===== src/rtl/bus_arbiter_2m_pkg.sv =====
// Shared definitions for the two-master bus arbiter: state encodings and default hold limit.
package bus_arbiter_2m_pkg;

  typedef enum logic [1:0] {
    IDLE = 2'b00,
    GNT0 = 2'b01,
    GNT1 = 2'b10
  } arb_state_e;

  localparam int unsigned MAX_HOLD_DEFAULT = 16;

endpackage


===== src/rtl/bus_master_mux.sv =====
// Master-side mux for wr/addr/dout: selects the granted master, drives zeros when no grant.
module bus_master_mux (
  input  logic        sel0,
  input  logic        sel1,
  input  logic        m0_wr,
  input  logic [15:0] m0_addr,
  input  logic [63:0] m0_dout,
  input  logic        m1_wr,
  input  logic [15:0] m1_addr,
  input  logic [63:0] m1_dout,
  output logic        m_wr,
  output logic [15:0] m_addr,
  output logic [63:0] m_dout
);

  logic        active;
  logic        pick_wr;
  logic [15:0] pick_addr;
  logic [63:0] pick_dout;

  assign active = sel0 | sel1;

  // First stage picks the master, second stage forces zero when nobody owns the bus.
  mx2 u_wr_pick (
    .a0 (m0_wr),
    .a1 (m1_wr),
    .s  (sel1),
    .y  (pick_wr)
  );

  mx2 u_wr_gate (
    .a0 (1'b0),
    .a1 (pick_wr),
    .s  (active),
    .y  (m_wr)
  );

  mx2_16bits u_addr_pick (
    .a0 (m0_addr),
    .a1 (m1_addr),
    .s  (sel1),
    .y  (pick_addr)
  );

  mx2_16bits u_addr_gate (
    .a0 (16'h0000),
    .a1 (pick_addr),
    .s  (active),
    .y  (m_addr)
  );

  mx2_64bits u_dout_pick (
    .a0 (m0_dout),
    .a1 (m1_dout),
    .s  (sel1),
    .y  (pick_dout)
  );

  mx2_64bits u_dout_gate (
    .a0 (64'h0),
    .a1 (pick_dout),
    .s  (active),
    .y  (m_dout)
  );

endmodule


===== src/rtl/mx2.sv =====
// 1-bit 2:1 mux cell.
module mx2 (
  input  logic a0,
  input  logic a1,
  input  logic s,
  output logic y
);

  assign y = s ? a1 : a0;

endmodule


===== src/rtl/mx2_16bits.sv =====
// 16-bit 2:1 mux cell.
module mx2_16bits (
  input  logic [15:0] a0,
  input  logic [15:0] a1,
  input  logic        s,
  output logic [15:0] y
);

  assign y = s ? a1 : a0;

endmodule


===== src/rtl/mx2_64bits.sv =====
// 64-bit 2:1 mux cell.
module mx2_64bits (
  input  logic [63:0] a0,
  input  logic [63:0] a1,
  input  logic        s,
  output logic [63:0] y
);

  assign y = s ? a1 : a0;

endmodule


===== src/rtl/bus_arbiter_2m.sv =====
// Two-master round-robin bus arbiter with bounded hold time and registered grants.
module bus_arbiter_2m
  import bus_arbiter_2m_pkg::*;
#(
  parameter int unsigned MAX_HOLD = MAX_HOLD_DEFAULT,
  parameter int unsigned CW       = 8
) (
  input  logic        clk,
  input  logic        reset,
  input  logic        m0_req,
  input  logic        m0_wr,
  input  logic [15:0] m0_addr,
  input  logic [63:0] m0_dout,
  input  logic        m1_req,
  input  logic        m1_wr,
  input  logic [15:0] m1_addr,
  input  logic [63:0] m1_dout,
  output logic        m0_grant,
  output logic        m1_grant,
  output logic        m_req,
  output logic        m_wr,
  output logic [15:0] m_addr,
  output logic [63:0] m_dout
);

  arb_state_e    state_q, state_d;
  logic          last_q, last_d;
  logic [CW-1:0] hold_cnt_q, hold_cnt_d;
  logic          hold_lim;
  logic          other_req;

  assign hold_lim = (hold_cnt_q == CW'(MAX_HOLD - 1));

  always_comb begin
    state_d = state_q;
    unique case (state_q)
      IDLE: begin
        if (m0_req && m1_req) begin
          state_d = last_q ? GNT0 : GNT1;
        end else if (m0_req) begin
          state_d = GNT0;
        end else if (m1_req) begin
          state_d = GNT1;
        end
      end
      GNT0: begin
        // A release takes priority over preemption; both lead to the same place anyway.
        if (!m0_req) begin
          state_d = m1_req ? GNT1 : IDLE;
        end else if (m1_req && hold_lim) begin
          state_d = GNT1;
        end
      end
      GNT1: begin
        if (!m1_req) begin
          state_d = m0_req ? GNT0 : IDLE;
        end else if (m0_req && hold_lim) begin
          state_d = GNT0;
        end
      end
      default: state_d = IDLE;
    endcase
  end

  always_comb begin
    other_req = 1'b0;
    if (state_q == GNT0) begin
      other_req = m1_req;
    end else if (state_q == GNT1) begin
      other_req = m0_req;
    end
  end

  always_comb begin
    hold_cnt_d = hold_cnt_q;
    last_d     = last_q;
    if (state_d != state_q) begin
      hold_cnt_d = '0;
      if (state_d == GNT0) begin
        last_d = 1'b0;
      end else if (state_d == GNT1) begin
        last_d = 1'b1;
      end
    end else if (other_req) begin
      // Only a contested owner counts, so an uncontested count never wraps.
      hold_cnt_d = hold_cnt_q + 1'b1;
    end
  end

  always_ff @(posedge clk) begin
    if (reset) begin
      state_q    <= IDLE;
      last_q     <= 1'b1;
      hold_cnt_q <= '0;
    end else begin
      state_q    <= state_d;
      last_q     <= last_d;
      hold_cnt_q <= hold_cnt_d;
    end
  end

  assign m0_grant = (state_q == GNT0);
  assign m1_grant = (state_q == GNT1);
  assign m_req    = m0_grant | m1_grant;

  bus_master_mux u_mux (
    .sel0    (m0_grant),
    .sel1    (m1_grant),
    .m0_wr   (m0_wr),
    .m0_addr (m0_addr),
    .m0_dout (m0_dout),
    .m1_wr   (m1_wr),
    .m1_addr (m1_addr),
    .m1_dout (m1_dout),
    .m_wr    (m_wr),
    .m_addr  (m_addr),
    .m_dout  (m_dout)
  );

endmodule


===== config.mk =====
export PLATFORM = sky130hd
export DESIGN_NAME = bus_arbiter_2m
export DESIGN_NICKNAME = d
export VERILOG_FILES = /design/src/rtl/bus_arbiter_2m_pkg.sv /design/src/rtl/bus_master_mux.sv /design/src/rtl/mx2.sv /design/src/rtl/mx2_16bits.sv /design/src/rtl/mx2_64bits.sv /design/src/rtl/bus_arbiter_2m.sv
export SDC_FILE = /design/constraint.sdc
export NUM_CORES = 1
export LEC_CHECK = 0
export CAP_MARGIN = 20
export CORE_AREA = 2 2 96 98
export CTS_BUF_LIST = sky130_fd_sc_hd__clkbuf_8
export DETAILED_ROUTE_END_ITERATION = 10
export DIE_AREA = 0 0 98 100
export PLACE_DENSITY = 0.74
export RECOVER_POWER = 25
export SYNTH_ARGS = -nofsm -noshare
export SYNTH_HDL_FRONTEND = slang
export SYNTH_SLANG_ARGS = --single-unit

===== constraint.sdc =====
create_clock -name clk -period 2.6 [get_ports clk]
set_input_delay 0.52 -clock clk [delete_from_list [all_inputs] [get_ports clk]]
set_output_delay 0.52 -clock clk [all_outputs]
set_load 0.02 [all_outputs]

==> flow_summary_export.csv <==
group,metric,value,unit
clocking,tritoncts,"done",
grt,antenna_violations_before_repair,0,
clocking,cts.htree.levels,1,
timing,unrepaired_setup_endpoints_after_global_routing,"false",
hold_path,hold-path-endpoint,"hold_cnt_q[7]",
synthesis,netlist.top_cell.by_area,"sky130_fd_sc_hd__mux2i_1",
finish,synthToLayoutAreaGrowth,123,%
clocking,post_cts.repair.setup_buffers,0,
timing,finalHoldViolations,0,
worst_setup_path,timing.critical_path.arrival,1.93,ns
floorplan,die_area,0.00980,mm²
power_and_ir_drop,share_comb_of_total_power,78.8,%
floorplan,rows,35,
clocking,clock_path_buffers,2,
timing,peak_clock_frequency_supported_by_timing,408,MHz
synthesis,synth_area_leaders,"sky130_fd_sc_hd__mux2i_1, sky130_fd_sc_hd__nor2b_1, sky130_fd_sc_hd__dfxtp_1, sky130_fd_sc_hd__ha_1, sky130_fd_sc_hd__nor2_1",
routing,finalWirelength,9480,µm
hold_path,timing.hold.worst.class,"reg -> reg",
synthesis,synth_area,0.00213,mm²
power_and_ir_drop,power.leakage,2.14,nW
placement,gpl.final_weighted_congestion,0.939,
synthesis,total_nets_after_synthesis,440,
worst_setup_path,timing.critical_path.to_type,"primary output",
clocking,root_buffer,"sky130_fd_sc_hd__clkbuf_8",
grt,grt_start_max_net_pins,45,
clocking,clkLatencyLatePin,0.24,ns
floorplan,core_region_area,0.00889,mm²
grt,first_global_vias,2831,
placement,port_buffers,249,
power_and_ir_drop,p_sw_share,42.0,%
hold_path,timing.hold.worst.start,"hold_cnt_q[7]",
worst_setup_path,critical_path.reg2reg.endpoint,"last_q",
timing,slew-limit-headroom,78.8,%
synthesis,yosys.cell_types.count,32,
power_and_ir_drop,power.total,1.65,mW
worst_setup_path,rr_worst_depth,8,
finish,finalInstanceArea,0.00476,mm²
timing,fin_crit_sh,94.3,%
job,max_cap_viol_count,0,
synthesis,ys_warn_count,0,
run_status,outcome,"completed",
finish,total_nets_final,682,
placement,dpl_cell_area,0.00481,mm²
synthesis,ys_seq_area_share,10.3,%
floorplan,floorplan.io_pins,250,
timing,crit_path_time_final,2.45,ns
synthesis,netlist_top_cells_count,"sky130_fd_sc_hd__mux2i_1, sky130_fd_sc_hd__nor2b_1, sky130_fd_sc_hd__nor2_1",
timing,setup_viol_count_final,0,
power_and_ir_drop,max-vdd-ir-drop,0.172,mV
grt,global_route.overflow_total,0,
synthesis,synth-edff-count,0,
routing,vias_per_cell,4.44,
floorplan,initial_util,24.0,%
synthesis,postSynth.asyncResetShare,0,%
routing,detail_route.drc_violations,0,
timing,finalClockSkew,0.000874,ns
power_and_ir_drop,pwr-share-seq,11.1,%
synthesis,ys_dominant_reg_cell,"sky130_fd_sc_hd__dfxtp_1",
routing,drt-wirelength-per-cell,15.3,µm
timing,slew_viol_final,0,
worst_setup_path,critical_path_required,2.08,ns
timing,worst_pin_slew,0.317,ns
synthesis,synth.top_cell.area_share,39.4,%
worst_setup_path,path_class,"reg -> out",
synthesis,postSynthCellCount,268,
timing,fin_tns_setup,0,ns
placement,place_worst_setup_slack,0.102,ns
worst_setup_path,path_max_fanout,44,
power_and_ir_drop,power_per_cell_area,347,mW/mm²
grt,grt_util_all_layers,18.0,%
clocking,tritoncts.num_buffers,3,
power_and_ir_drop,intPower,0.960,mW
floorplan,die_height,100,µm
grt,grt_pass1_wl,14400,µm
synthesis,synthesis.area_per_instance,7.96,µm²
clocking,clock-sinks,11,
hold_path,hold-path-cell-count,2,
worst_setup_path,worstReg2RegStart,"hold_cnt_q[0]",
placement,dp.final_hpwl,8070,µm
floorplan,die_w,98,µm
worst_setup_path,worst-r2r-setup-slack,0.31,ns
timing,fin_ws,0.148,ns
routing,drt-initial-drc-count,39,
clocking,clk_pin_slew,0.05,ns
power_and_ir_drop,switchingPower,0.695,mW
finish,post_route_cells_drive_above_1_share,3.34,%
power_and_ir_drop,clock_network_fraction_of_design_power,10.1,%
worst_setup_path,crit_path_start_kind,"flip-flop",
routing,drt.antenna.violating_nets,0,
synthesis,postSynthRegisterBits,11,
routing,drt-pass1-iter-count,4,
finish,num_antenna_cells,0,
finish,final_util,53.6,%
routing,routed-via-count,2752,
-- cells by family (layout without fill, tap and decap cells) --
family | count (synthesis) | in the layout | synth area share [%]
buffers and inverters | 25 | 266 | 4.93
and+or+nand+nor | 117 | 117 | 32.3
xor gates and xnor gates | 7 | 7 | 2.88
adders and majority gates | 6 | 6 | 3.52
DFF | 11 | 11 | 10.3
AOI/OAI and AO/OA | 18 | 18 | 6.57
muxes | 84 | 84 | 39.4
-- what timing repair did --
action                                 4_1_cts  5_1_grt
setup endpoints to repair                   52       29
endpoints found under the hold margin        0        0
resized for setup                           52       31
hold buffers                                 0        0
pin swaps                                    0        0
-- area by class of cell --
type,instances,area (µm²)
Fill cell,836,4130
Timing Repair Buffer,257,2520
Multi-Input combinational cell,232,1820
Sequential cell,11,220
Tap cell,111,139
Clock buffer,3,41.3
Inverter,5,18.8
Clock inverter,1,3.75
-- worst max-delay path by stage --
stage / from / end / slack (ns)
global placement: m1_req / last_q / 0.14
detailed placement: m1_req / last_q / 0.10
floorplan: state_q[0] / m_addr[0] / 0.23
finish: state_q[1] / m_req / 0.15
global route: hold_cnt_q[0] / last_q / 0.06
CTS: state_q[1] / m_dout[40] / 0.0003
-- placed cells by master, fill, tap and decap left out, drive strengths merged, types with 8 or more instances in the layout --
cell type / count
clkdlybuf4s50: 167
nor2b: 84
mux2i: 84
dlygate4sd2: 52
dlymetal6s2s: 17
nor2: 16
clkbuf: 15
dfxtp: 11
nand2: 9
buf: 8
-- power by group through the flow --
| stage | combinational, mW | clock, mW | sequential, mW |
|---|---|---|---|
| detailed placement | 1.44 | 0 | 0.186 |
| global placement | 1.43 | 0 | 0.186 |
| CTS | 1.36 | 0.171 | 0.183 |
| finish | 1.30 | 0.167 | 0.183 |
| floorplan | 0.697 | 0 | 0.187 |
| global route | 1.40 | 0.181 | 0.184 |
-- metal layers --
metal,GRT usage (%),part of all wire (%),vias to the layer above,wire (µm)
li1,-,-,1401,-
met1,18.9,36,1204,3410
met2,33.8,53,125,5020
met3,6.20,8.2,22,780
met4,5.56,2.8,0,270
met5,0,0,-,0
-- stage by stage --
stage,hold slack (ns),cells
final,0.528,620
after global routing,0.569,620
after CTS,0.523,620
after detailed placement,0.509,616
after global placement,0.500,616
after floorplan,0.477,268
-- worst max-delay path, stage by stage, from the launching register on --
cell and delay, ns:
sky130_fd_sc_hd__dfxtp_1 0.38, sky130_fd_sc_hd__inv_1 0.10, sky130_fd_sc_hd__ha_2 0.39, sky130_fd_sc_hd__buf_12 0.19
sky130_fd_sc_hd__clkdlybuf4s50_1 0.62
-- sequential cells by signal, indices dropped and copies added (netlist names) --
register / count
state_q: 2
hold_cnt_q: 8
last_q: 1
(Power assumes the default switching activity.)
